<file path="src/rtl/trap_dump_ctrl.sv">
// trap_dump_ctrl: end-of-run controller for the DLX cores.
// It watches retiring instructions. On the halt trap it freezes the core, and
// on a watchdog expiry (only when TRAP_WATCHDOG_EN is defined) it does the same.
// It then streams DUMP_COUNT words of data memory, starting at DUMP_BASE,
// over a valid/ready port.
// Optional feature macro: TRAP_WATCHDOG_EN (watchdog on RUN cycles).
module trap_dump_ctrl #(
    parameter int                 INSTR_W    = 32,
    parameter int                 ADDR_W     = 10,
    parameter int                 DATA_W     = 8,
    parameter logic [INSTR_W-1:0] TRAP_WORD  = 'h44000300,
    parameter int                 DUMP_BASE  = 0,
    parameter int                 DUMP_COUNT = 1024,
    parameter int                 TIMEOUT    = 2500,
    parameter int                 CNT_W      = 16
) (
    input  logic               clk,
    input  logic               rst_n,
    input  logic [INSTR_W-1:0] instr,
    input  logic               instr_valid,
    output logic               halt,
    output logic               mem_rd_en,
    output logic [ADDR_W-1:0]  mem_rd_addr,
    input  logic [DATA_W-1:0]  mem_rd_data,
    output logic               dump_valid,
    input  logic               dump_ready,
    output logic [DATA_W-1:0]  dump_data,
    output logic               dump_last,
    output logic               done,
    output logic               timeout,
    output logic [CNT_W-1:0]   cycle_count
);

    localparam logic [ADDR_W-1:0] BASE_ADDR = ADDR_W'(DUMP_BASE);
    localparam logic [ADDR_W-1:0] LAST_IDX  = ADDR_W'(DUMP_COUNT - 1);

    typedef enum logic [2:0] {RUN, RD, CAP, SEND, DONE} state_t;

    state_t              state, state_n;
    logic [ADDR_W-1:0]   addr;
    logic [ADDR_W-1:0]   beat_idx;
    logic [DATA_W-1:0]   data_q;
    logic                trap_hit;
    logic                wd_hit;
    logic                is_last;

    assign trap_hit = instr_valid && (instr == TRAP_WORD);
    assign is_last  = (beat_idx == LAST_IDX);

`ifdef TRAP_WATCHDOG_EN
    logic timeout_q;

    assign wd_hit  = (cycle_count == CNT_W'(TIMEOUT - 1));
    assign timeout = timeout_q;

    // Sticky record that RUN was ended by the watchdog; a trap in the same cycle wins.
    always_ff @(posedge clk or negedge rst_n) begin
        if (!rst_n)
            timeout_q <= 1'b0;
        else if (state == RUN && wd_hit && !trap_hit)
            timeout_q <= 1'b1;
    end
`else
    assign wd_hit  = 1'b0;
    // Without the watchdog, TIMEOUT has no meaning, so timeout is constant 0.
    assign timeout = (TIMEOUT < 0);
`endif

    // State register.
    always_ff @(posedge clk or negedge rst_n) begin
        if (!rst_n)
            state <= RUN;
        else
            state <= state_n;
    end

    // Next-state logic. Each beat is RD -> CAP -> SEND, so a beat takes at least 3 cycles.
    always_comb begin
        state_n = state;
        case (state)
            RUN:     if (trap_hit || wd_hit) state_n = RD;
            RD:      state_n = CAP;
            CAP:     state_n = SEND;
            SEND:    if (dump_ready) state_n = is_last ? DONE : RD;
            DONE:    state_n = DONE;
            default: state_n = RUN;
        endcase
    end

    // Datapath: the cycle counter runs only in RUN, read data is captured in CAP,
    // and the address advances on a handshake of any beat except the last.
    always_ff @(posedge clk or negedge rst_n) begin
        if (!rst_n) begin
            cycle_count <= '0;
            addr        <= BASE_ADDR;
            beat_idx    <= '0;
            data_q      <= '0;
        end else begin
            case (state)
                RUN: if (cycle_count != {CNT_W{1'b1}}) cycle_count <= cycle_count + 1'b1;
                CAP: data_q <= mem_rd_data;
                SEND: if (dump_ready && !is_last) begin
                    addr     <= addr + 1'b1;
                    beat_idx <= beat_idx + 1'b1;
                end
                default: ;
            endcase
        end
    end

    assign halt        = (state != RUN);
    assign mem_rd_en   = (state == RD);
    // The address is gated to 0 outside RD, so every output reads 0 in reset.
    assign mem_rd_addr = (state == RD) ? addr : '0;
    assign dump_valid  = (state == SEND);
    assign dump_last   = (state == SEND) && is_last;
    assign dump_data   = data_q;
    assign done        = (state == DONE);

endmodule

</file>
<file path="config.mk">
export PLATFORM = sky130hd
export DESIGN_NAME = trap_dump_ctrl
export DESIGN_NICKNAME = d
export VERILOG_FILES = /design/src/rtl/trap_dump_ctrl.sv
export SDC_FILE = /design/constraint.sdc
export NUM_CORES = 1
export LEC_CHECK = 0
export ABC_AREA = 1
export BUFFER_PORTS_ARGS = -buffer_cell sky130_fd_sc_hd__clkbuf_2
export CORE_ASPECT_RATIO = 1.4
export CORE_MARGIN = 2
export CORE_UTILIZATION = 55
export CTS_BUF_LIST = sky130_fd_sc_hd__clkbuf_4 sky130_fd_sc_hd__clkbuf_8 sky130_fd_sc_hd__clkbuf_16
export DETAILED_ROUTE_END_ITERATION = 12
export PLACE_DENSITY_LB_ADDON = 0.12
export SETUP_SLACK_MARGIN = 0.15
export SYNTH_ARGS = -nofsm -noshare
export SYNTH_HDL_FRONTEND = slang
export SYNTH_SLANG_ARGS = --single-unit
</file>
<file path="constraint.sdc">
create_clock -name clk -period 4 [get_ports clk]
set_input_delay 0.8 -clock clk [delete_from_list [all_inputs] [get_ports clk]]
set_output_delay 0.8 -clock clk [all_outputs]
set_load 0.01 [all_outputs]
</file>
==> results of run 1 <==
[registers in the layout, summed over array words and instances, names as in the netlist]
register and count:
addr 10, state 3, dump_data 8, cycle_count 16, beat_idx 10
[worst max path at each step]
stage	start	end	slack, ns	cells after the start
floorplan	state[1]	mem_rd_addr[0]	1.97	4
global placement	beat_idx[0]	dump_last	2.07	6
detailed placement	state[2]	mem_rd_addr[1]	2.01	4
CTS	state[1]	mem_rd_addr[1]	1.67	4
global route	state[1]	mem_rd_addr[3]	1.50	4
finish	state[2]	mem_rd_addr[1]	1.69	4
[cells in the mapped netlist]
master,instances,area share
or2_2,2,0.0047
inv_1,37,0.053
buf_6,2,0.0085
dfrtp_1,47,0.44
nand3b_2,1,0.0043
o21ai_2,4,0.013
nand4_1,6,0.014
xor2_1,21,0.070
buf_4,2,0.0057
nand3b_1,2,0.0057
conb_1,1,0.0014
o21bai_1,2,0.0057
nor3_4,1,0.0062
clkbuf_1,1,0.0014
o22ai_1,1,0.0024
inv_2,3,0.0043
o21ai_0,8,0.015
ha_1,3,0.014
inv_4,1,0.0024
nor2_2,1,0.0024
buf_8,1,0.0057
nor3b_1,1,0.0028
nand3_2,2,0.0076
nand2_1,83,0.12
o211ai_1,1,0.0028
xnor2_1,5,0.017
a21oi_1,1,0.0019
nor3_1,9,0.017
nand2_2,3,0.0071
mux2_2,8,0.034
nand3_1,13,0.025
nor2_1,54,0.077
nand3_4,1,0.0066
[cell families (layout without fill, tap and decap cells)]
group                    count (synthesis)  count (layout)  share of synthesized area
multiplexers                             8               8                     0.0341
buffers and inverters                   47             132                     0.0804
other                                    1               1                    0.00142
adder cells (fa/ha/maj)                  3               3                     0.0142
AND/OR/NAND/NOR                        179             179                      0.298
AO/OA/AOI/OAI                           17              17                     0.0412
XOR/XNOR                                26              26                     0.0861
flip-flops                              47              47                      0.445
[cell type report]
class / count / area, um2
sequential: 47 / 1180
tap: 62 / 77.6
inverter: 41 / 156
timing repair buffer: 83 / 418
clock buffer: 5 / 68.8
fill: 423 / 1380
clock inverter: 3 / 43.8
multi-input combinational: 234 / 1250
[metal layers]
metal	track usage	up-vias	wire [um]
li1	-	1186	-
met1	0.244	1125	2240
met2	0.414	67	2840
met3	0.0354	8	278
met4	0.0727	0	87
met5	0	-	0
[worst reg2reg max path, cell delays in order (launching register included)]
cell	delay [ns]
dfrtp_1	0.42
ha_1	0.24
nand3_2	0.13
nor3_4	0.24
nand3_2	0.10
nand2_2	0.25
inv_4	0.16
nand2_1	0.12
o21ai_2	0.05
[where the power goes]
part,total (mW),leakage (nW),internal [mW],switching (mW)
Sequential,0.719,0.605,0.610,0.109
Combinational,0.654,1.01,0.262,0.392
Clock,0.352,0.0581,0.186,0.166
==> impl_metrics.yaml, run 1 <==
critical_path:
  worstPathMaxFanout: 11
  crit_chain: "nor3_1, inv_1, nor2_1, clkbuf_2"
  max_stage_delay_ns: 0.41
  crit_required_ns: 3.20
  reg2regPathDepth: 8
  worstSetupEndpointType: "output pin"
  cp_slowest_cell: "dfrtp_1"
  crit_family: "simple AND/OR/NAND/NOR gates"
  worstSetupPathType: "register to output pin"
  critPathBufInv: 2
  reg2reg_from: "cycle_count[0]"
  rr_endpoint: "cycle_count[15]"
  cp.arrival_ns: 1.51
  start_kind: "register"
  r2r_setup_slack_ns: 2.17
hold_path:
  hp-start: "addr[2]"
  worst_hold_path_type: "register to register"
  whs_endpoint: "addr[2]"
  whs_path_depth: 1
yosys:
  synth_cell_types: 33
  synthesis.nets: 375
  yosysWarnings: 0
  syn_area_um2: 2640
  synth_seq_cells: 47
  syn-mean-instance-area_um2: 8.06
  synth_cells: 328
  synth-seq-area-share: 0.445
finish:
  drive_above_1_share: 0.286
  antenna_cells: 0
  area_delta_synth_final_pct: 20.9
  final_cells: 475
  fin_area_um2: 3200
  final_common_cell: "nand2_1"
  fin_util: 0.699
  layout_common_cells: "nand2_1, clkbuf_2, nor2_1"
  fin_nets: 459
floorplanning:
  rows: 29
  initial_core_util: 0.578
  die_y_um: 86.0
  design.die.area_um2: 5390
  ioPinCount: 84
  dieWidth_um: 62.6
  core_area_um2: 4570
timing:
  setup_viol: 0
  hold_viol: 0
  grt_setup_unrepaired: "no"
  maxSlewViolCount: 0
  post-route-period-util: 0.578
  period_needed_ns: 2.31
  finalClockSkew_ns: 0.0113
  fmax_ghz: 0.432
  max-slew-margin-rel: 0.617
  worst_pin_slew_ns: 0.575
  whs_ns: 0.479
  worst_slack_ns: 1.69
  fin_setup_tns_ns: 0
power_and_ir_drop:
  p_total_mw: 1.73
  peakVddDrop_v: 0.000270
  p_leak_nw: 1.67
  power_density_nw_per_um2: 540
place:
  placedCellCount: 467
  post-dp-hpwl_um: 4150
  gp_congestion: 0.789
  placed_area_um2: 3080
  pre_cts_slack_ns: 2.01
  port-buffer-count: 82
job:
  cap_violations: 0
route:
  via_count: 2386
  drtIter0Drc: 63
  detail-route-antenna-nets: 0
  wl_um: 5440
  wl_per_cell_um: 11.4
  first_pass_iters: 4
  via_per_inst: 5.02
  drc_errors: 0
clock_network:
  ctsHoldBuffers: 0
  htree_levels: 2
  clock_sinks: 47
  cts_tree: "yes"
  postCtsSetupBuffers: 0
  cts.clk_slew.worst_paths_ns: 0.10
  cts_buffers: 5
  cts_resized: 0
  clock_latency_ns: 0.30
  ctsLongestPathBuffers: 2
  root_buffer: "clkbuf_8"
grt:
  antenna_found_initial: 0
  overflow: 0
  grt_max_degree: 48
  grt_use_total: 0.217
  first_global_vias: 2378
  grt_first_pass_wirelength_um: 9550
run_status:
  status: "finished clean"
No activity file was read; power rests on OpenSTA's default activity.
==> inputs of run 2 (changes only) <==
--- a/config.mk
+++ b/config.mk
@@ -9,7 +9,7 @@
 export BUFFER_PORTS_ARGS = -buffer_cell sky130_fd_sc_hd__clkbuf_2
 export CORE_ASPECT_RATIO = 1.4
 export CORE_MARGIN = 2
-export CORE_UTILIZATION = 55
+export CORE_UTILIZATION = 46
 export CTS_BUF_LIST = sky130_fd_sc_hd__clkbuf_4 sky130_fd_sc_hd__clkbuf_8 sky130_fd_sc_hd__clkbuf_16
 export DETAILED_ROUTE_END_ITERATION = 12
 export PLACE_DENSITY_LB_ADDON = 0.12
==> constraint.sdc (replaced) <==
create_clock -name clk -period 2.05 [get_ports clk]
set_input_delay 0.41 -clock clk [delete_from_list [all_inputs] [get_ports clk]]
set_output_delay 0.41 -clock clk [all_outputs]
set_load 0.01 [all_outputs]
==> run 2 against run 1 <==
Effect of this change:
- combinational power increased by 100%
- first-iteration DRC count increased by 130%
- critical path type unchanged
- count of clock-buffer cells in the layout increased by 2
- largest power group unchanged
- final area increased by 1.3%
- die area increased by 18%
- power increased by 94%
==> impl_metrics.yaml, run 2 (synthesized netlist as in run 1, its figures left out) <==
grt:
  overflow: 0
  antenna_found_initial: 0
  grt_max_degree: 48
  grt_first_pass_wirelength_um: 9890
  grt_use_total: 0.200
  first_global_vias: 2393
timing:
  finalClockSkew_ns: 0.0157
  setup_viol: 0
  fin_setup_tns_ns: 0
  post-route-period-util: 0.901
  fmax_ghz: 0.542
  period_needed_ns: 1.85
  grt_setup_unrepaired: "yes"
  maxSlewViolCount: 0
  hold_viol: 0
  worst_slack_ns: 0.203
critical_path:
  cp_common_cell: "nor2_2"
  path_depth: 6
  crit_start: "beat_idx[1]"
  reg2reg_from: "cycle_count[0]"
  crit_family: "simple AND/OR/NAND/NOR gates"
  crit_end: "dump_last"
  cp_slowest_cell: "dfrtp_1"
  worstSetupPathType: "register to output pin"
  crit_chain: "ha_2, nand3_2, nor2_2, nand2_2, nor2_2, clkbuf_2"
  rr_endpoint: "cycle_count[15]"
  reg2regPathDepth: 8
  worstSetupEndpointType: "output pin"
  worstPathMaxFanout: 4
  max_stage_delay_ns: 0.38
  critPathBufInv: 1
  cp.arrival_ns: 1.44
  r2r_setup_slack_ns: 0.24
  crit_required_ns: 1.64
  start_kind: "register"
clock_network:
  clock_sinks: 47
  root_buffer: "clkbuf_8"
  cts.clk_slew.worst_paths_ns: 0.10
  ctsLongestPathBuffers: 2
  ctsHoldBuffers: 0
  htree_levels: 2
  clock_latency_ns: 0.30
  cts_tree: "yes"
  cts_buffers: 5
power_and_ir_drop:
  comb_power_share: 0.399
  clkPwrFrac: 0.180
  p_seq_frac: 0.421
  peakVddDrop_v: 0.000577
  internal_power_mw: 2.03
  swShare: 0.394
  power_density_nw_per_um2: 1030
  p_leak_nw: 1.68
  p_total_mw: 3.34
  switching_power_mw: 1.32
route:
  wl_per_cell_um: 11.7
  via_per_inst: 4.82
  drc_errors: 0
  drtIter0Drc: 142
  first_pass_iters: 5
  wl_um: 5640
  detail-route-antenna-nets: 0
  via_count: 2327
job:
  cap_violations: 0
floorplanning:
  ioPinCount: 84
  die_y_um: 93.7
  rows: 32
  core_area_um2: 5530
  design.die.area_um2: 6380
  initial_core_util: 0.478
  dieWidth_um: 68.1
finish:
  largest_reg_flops: 16
  drive_above_1_share: 0.306
  reg_top3: "cycle_count: 16 flops, addr: 10 flops, beat_idx: 10 flops"
  fin_nets: 461
  area_delta_synth_final_pct: 22.4
  regMostFlops: "cycle_count"
  layout_common_cells: "nand2_1, clkbuf_2, nor2_1"
  final_cells: 483
  antenna_cells: 0
  fin_util: 0.586
place:
  port-buffer-count: 82
  pre_cts_slack_ns: 0.259
  post-dp-hpwl_um: 4310
  placedCellCount: 473
  gp_congestion: 0.791
hold_path:
  worst_hold_path_type: "input port to asynchronous set/reset pin"
run_status:
  status: "finished clean"
[run 2: cell types whose count changed in the layout (fill, tap and decap cells not counted), sizes merged]
cell | before | now
bufinv | 1 | 0
buf | 1 | 3
clkinv | 2 | 1
clkbuf | 87 | 89
[run 2: power groups by stage]
stage | sequential, mW | clock (mW) | combinational, mW
floorplan | 1.44 | 0 | 0.875
global placement | 1.42 | 0 | 1.27
detailed placement | 1.43 | 0 | 1.30
CTS | 1.41 | 0.623 | 1.33
global route | 1.45 | 0.664 | 1.51
finish | 1.41 | 0.602 | 1.34
[run 2: timing repair]
action | 4_1_cts | 5_1_grt
endpoints found under the hold margin | 0 | 0
buffers inserted | 1 | 1
pin swaps | 0 | 2
gates resized for setup | 2 | 5
setup endpoints to repair | 11 | 11
[run 2: metal layers]
metal | GRT usage | routed length [um] | vias to the layer above
met4 | 0.0900 | 140 | 0
met3 | 0.0408 | 190 | 13
met2 | 0.354 | 3040 | 43
li1 | - | - | 1189
met1 | 0.223 | 2270 | 1082
met5 | 0 | 0 | -
[run 2: final cells by class]
class / count / area, um2
Sequential cell: 47 / 1180
Tap cell: 68 / 85.1
Clock buffer: 7 / 90.1
Inverter: 41 / 156
Fill cell: 525 / 2290
Clock inverter: 1 / 8.76
Multi-Input combinational cell: 234 / 1270
Timing Repair Buffer: 85 / 445
[run 2: worst min-delay path by stage]
stage | from | endpoint | slack [ns] | cells past startpoint
after detailed placement | rst_n | dump_data[3] | 0.42 | 2
final | rst_n | cycle_count[5] | 0.08 | 2
after CTS | rst_n | cycle_count[14] | 0.09 | 2
after global routing | rst_n | cycle_count[14] | 0.09 | 2
after global placement | rst_n | dump_data[3] | 0.42 | 2
after floorplan | rst_n | addr[0] | 0.11 | 0
[run 2: through the flow]
step | hold WS (ns) | area [um2]
floorplan | 0.114 | 2640
global placement | 0.419 | 3100
detailed placement | 0.418 | 3100
CTS | 0.0877 | 3210
global route | 0.0857 | 3240
finish | 0.0819 | 3240
==> inputs of run 3 (changes only) <==
--- a/config.mk
+++ b/config.mk
@@ -6,7 +6,7 @@
 export NUM_CORES = 1
 export LEC_CHECK = 0
 export ABC_AREA = 1
-export BUFFER_PORTS_ARGS = -buffer_cell sky130_fd_sc_hd__clkbuf_2
+export BUFFER_PORTS_ARGS = -buffer_cell sky130_fd_sc_hd__buf_2
 export CORE_ASPECT_RATIO = 1.4
 export CORE_MARGIN = 2
 export CORE_UTILIZATION = 46
==> run 3 against run 2 <==
Effect of this change:
- critical path depth is the same
- power decreased by 1.1%
- first-iteration DRC count down 29%
- register-to-register slack improved by 0.14 ns
- via count fell by 0.30%
- final cell count grew 0.62%
- hold slack got worse by 0.0022 ns
- worst setup slack gained 0.045 ns
==> impl_metrics.yaml, run 3 (synthesized netlist as in run 1, its figures left out) <==
finish:
  fin_nets: 465
  reg_top3: "cycle_count: 16 flops, addr: 10 flops, beat_idx: 10 flops"
  layout_common_cells: "nand2_1, buf_2, nor2_1"
  fin_area_um2: 3250
  regMostFlops: "cycle_count"
  area_delta_synth_final_pct: 22.8
  largest_reg_flops: 16
  drive_above_1_share: 0.313
  fillers: 538
  fin_util: 0.587
  multi_input_area_um2: 1280
  antenna_cells: 0
  regArea_um2: 1180
  final_cells: 486
clock_network:
  cts.clk_slew.worst_paths_ns: 0.09
  htree_levels: 2
  ctsHoldBuffers: 0
  cts_tree: "yes"
  clock_latency_ns: 0.29
  cts_buffers: 5
  root_buffer: "clkbuf_8"
  ctsLongestPathBuffers: 2
  clock_sinks: 47
floorplanning:
  dieWidth_um: 68.1
  core_area_um2: 5530
  rows: 32
  initial_core_util: 0.478
  ioPinCount: 84
  die_y_um: 93.7
  design.die.area_um2: 6380
timing:
  worst_slack_ns: 0.248
  max-slew-margin-rel: 0.651
  period_needed_ns: 1.80
  fin_setup_tns_ns: 0
  post-route-period-util: 0.879
  whs_ns: 0.0797
  grt_setup_unrepaired: "yes"
  fmax_ghz: 0.555
  setup_viol: 0
  maxSlewViolCount: 0
  worst_pin_slew_ns: 0.524
  hold_viol: 0
  finalClockSkew_ns: 0.00535
place:
  pre_cts_slack_ns: 0.347
  placedCellCount: 475
  gp_congestion: 0.806
  port-buffer-count: 82
  placed_area_um2: 3110
  post-dp-hpwl_um: 4400
critical_path:
  start_kind: "register"
  worstPathMaxFanout: 4
  critPathBufInv: 1
  worstSetupPathType: "register to output pin"
  r2r_setup_slack_ns: 0.38
  cp_common_cell: "nor2_2"
  crit_required_ns: 1.64
  crit_chain: "ha_2, nand3_2, nor2_2, nand2_2, nor2_2, buf_2"
  cp.arrival_ns: 1.39
  cp_slowest_cell: "dfrtp_1"
  max_stage_delay_ns: 0.37
  crit_family: "simple AND/OR/NAND/NOR gates"
  worstSetupEndpointType: "output pin"
route:
  via_per_inst: 4.77
  via_count: 2320
  drc_errors: 0
  drtIter0Drc: 101
  wl_um: 5630
  detail-route-antenna-nets: 0
  first_pass_iters: 5
  wl_per_cell_um: 11.6
hold_path:
  worst_hold_path_type: "input port to asynchronous set/reset pin"
grt:
  grt_max_degree: 25
  first_global_vias: 2302
  grt_use_total: 0.200
  overflow: 0
  antenna_found_initial: 0
  grt_first_pass_wirelength_um: 9830
power_and_ir_drop:
  p_total_mw: 3.31
  p_leak_nw: 1.70
  power_density_nw_per_um2: 1020
  peakVddDrop_v: 0.000725
run_status:
  status: "finished clean"
job:
  cap_violations: 0
[run 3: changes by cell type in the layout (fill, tap and decap cells not counted), sizes merged]
cell	change
buf	+86
clkbuf	-83
[run 3: repair_timing]
item | in CTS | in global routing
setup buffers | 1 | 3
setup endpoints to repair | 11 | 4
hold endpoints to repair | 0 | 0
cloned | 0 | 0
pin swaps | 0 | 1
gates resized for setup | 2 | 6
[run 3: cell type report]
cell class	instances	share of cell area
Clock buffer	6	0.0254
Clock inverter	1	0.00154
Tap cell	68	0.0262
Multi-Input combinational cell	234	0.394
Timing Repair Buffer	89	0.143
Sequential cell	47	0.362
Inverter	41	0.0482
[run 3: path summary, 6_finish.rpt]
| check | depth (start not counted) | from | end |
|---|---|---|---|
| max in group asynchronous | 2 | rst_n | dump_data[6] |
| hold reg to reg | 1 | addr[2] | addr[2] |
| hold / removal | 1 | rst_n | dump_data[3] |
| setup reg to reg | 7 | cycle_count[0] | cycle_count[0] |
| setup / recovery | 6 | beat_idx[1] | dump_last |
| min in group clk | 2 | mem_rd_data[3] | dump_data[3] |
[run 3: power by group]
group / switching, mW / internal (mW) / total (mW)
Combinational: 0.781 / 0.559 / 1.34
Clock: 0.300 / 0.265 / 0.565
Sequential: 0.212 / 1.19 / 1.40
[run 3: layer usage]
| metal | track usage | up-vias | routed length [um] |
|---|---|---|---|
| li1 | - | 1196 | - |
| met3 | 0.0384 | 6 | 162 |
| met1 | 0.227 | 1084 | 2300 |
| met4 | 0.0633 | 0 | 78 |
| met2 | 0.363 | 34 | 3090 |
| met5 | 0 | - | 0 |
[run 3: worst register-to-register path, cell delays in order, from the launching register on]
cell and delay [ns]:
dfrtp_1 0.41, ha_1 0.23, nand3_2 0.13, nor3_4 0.25
nand3_2 0.11, nand2_2 0.14, buf_4 0.20, xnor2_1 0.14
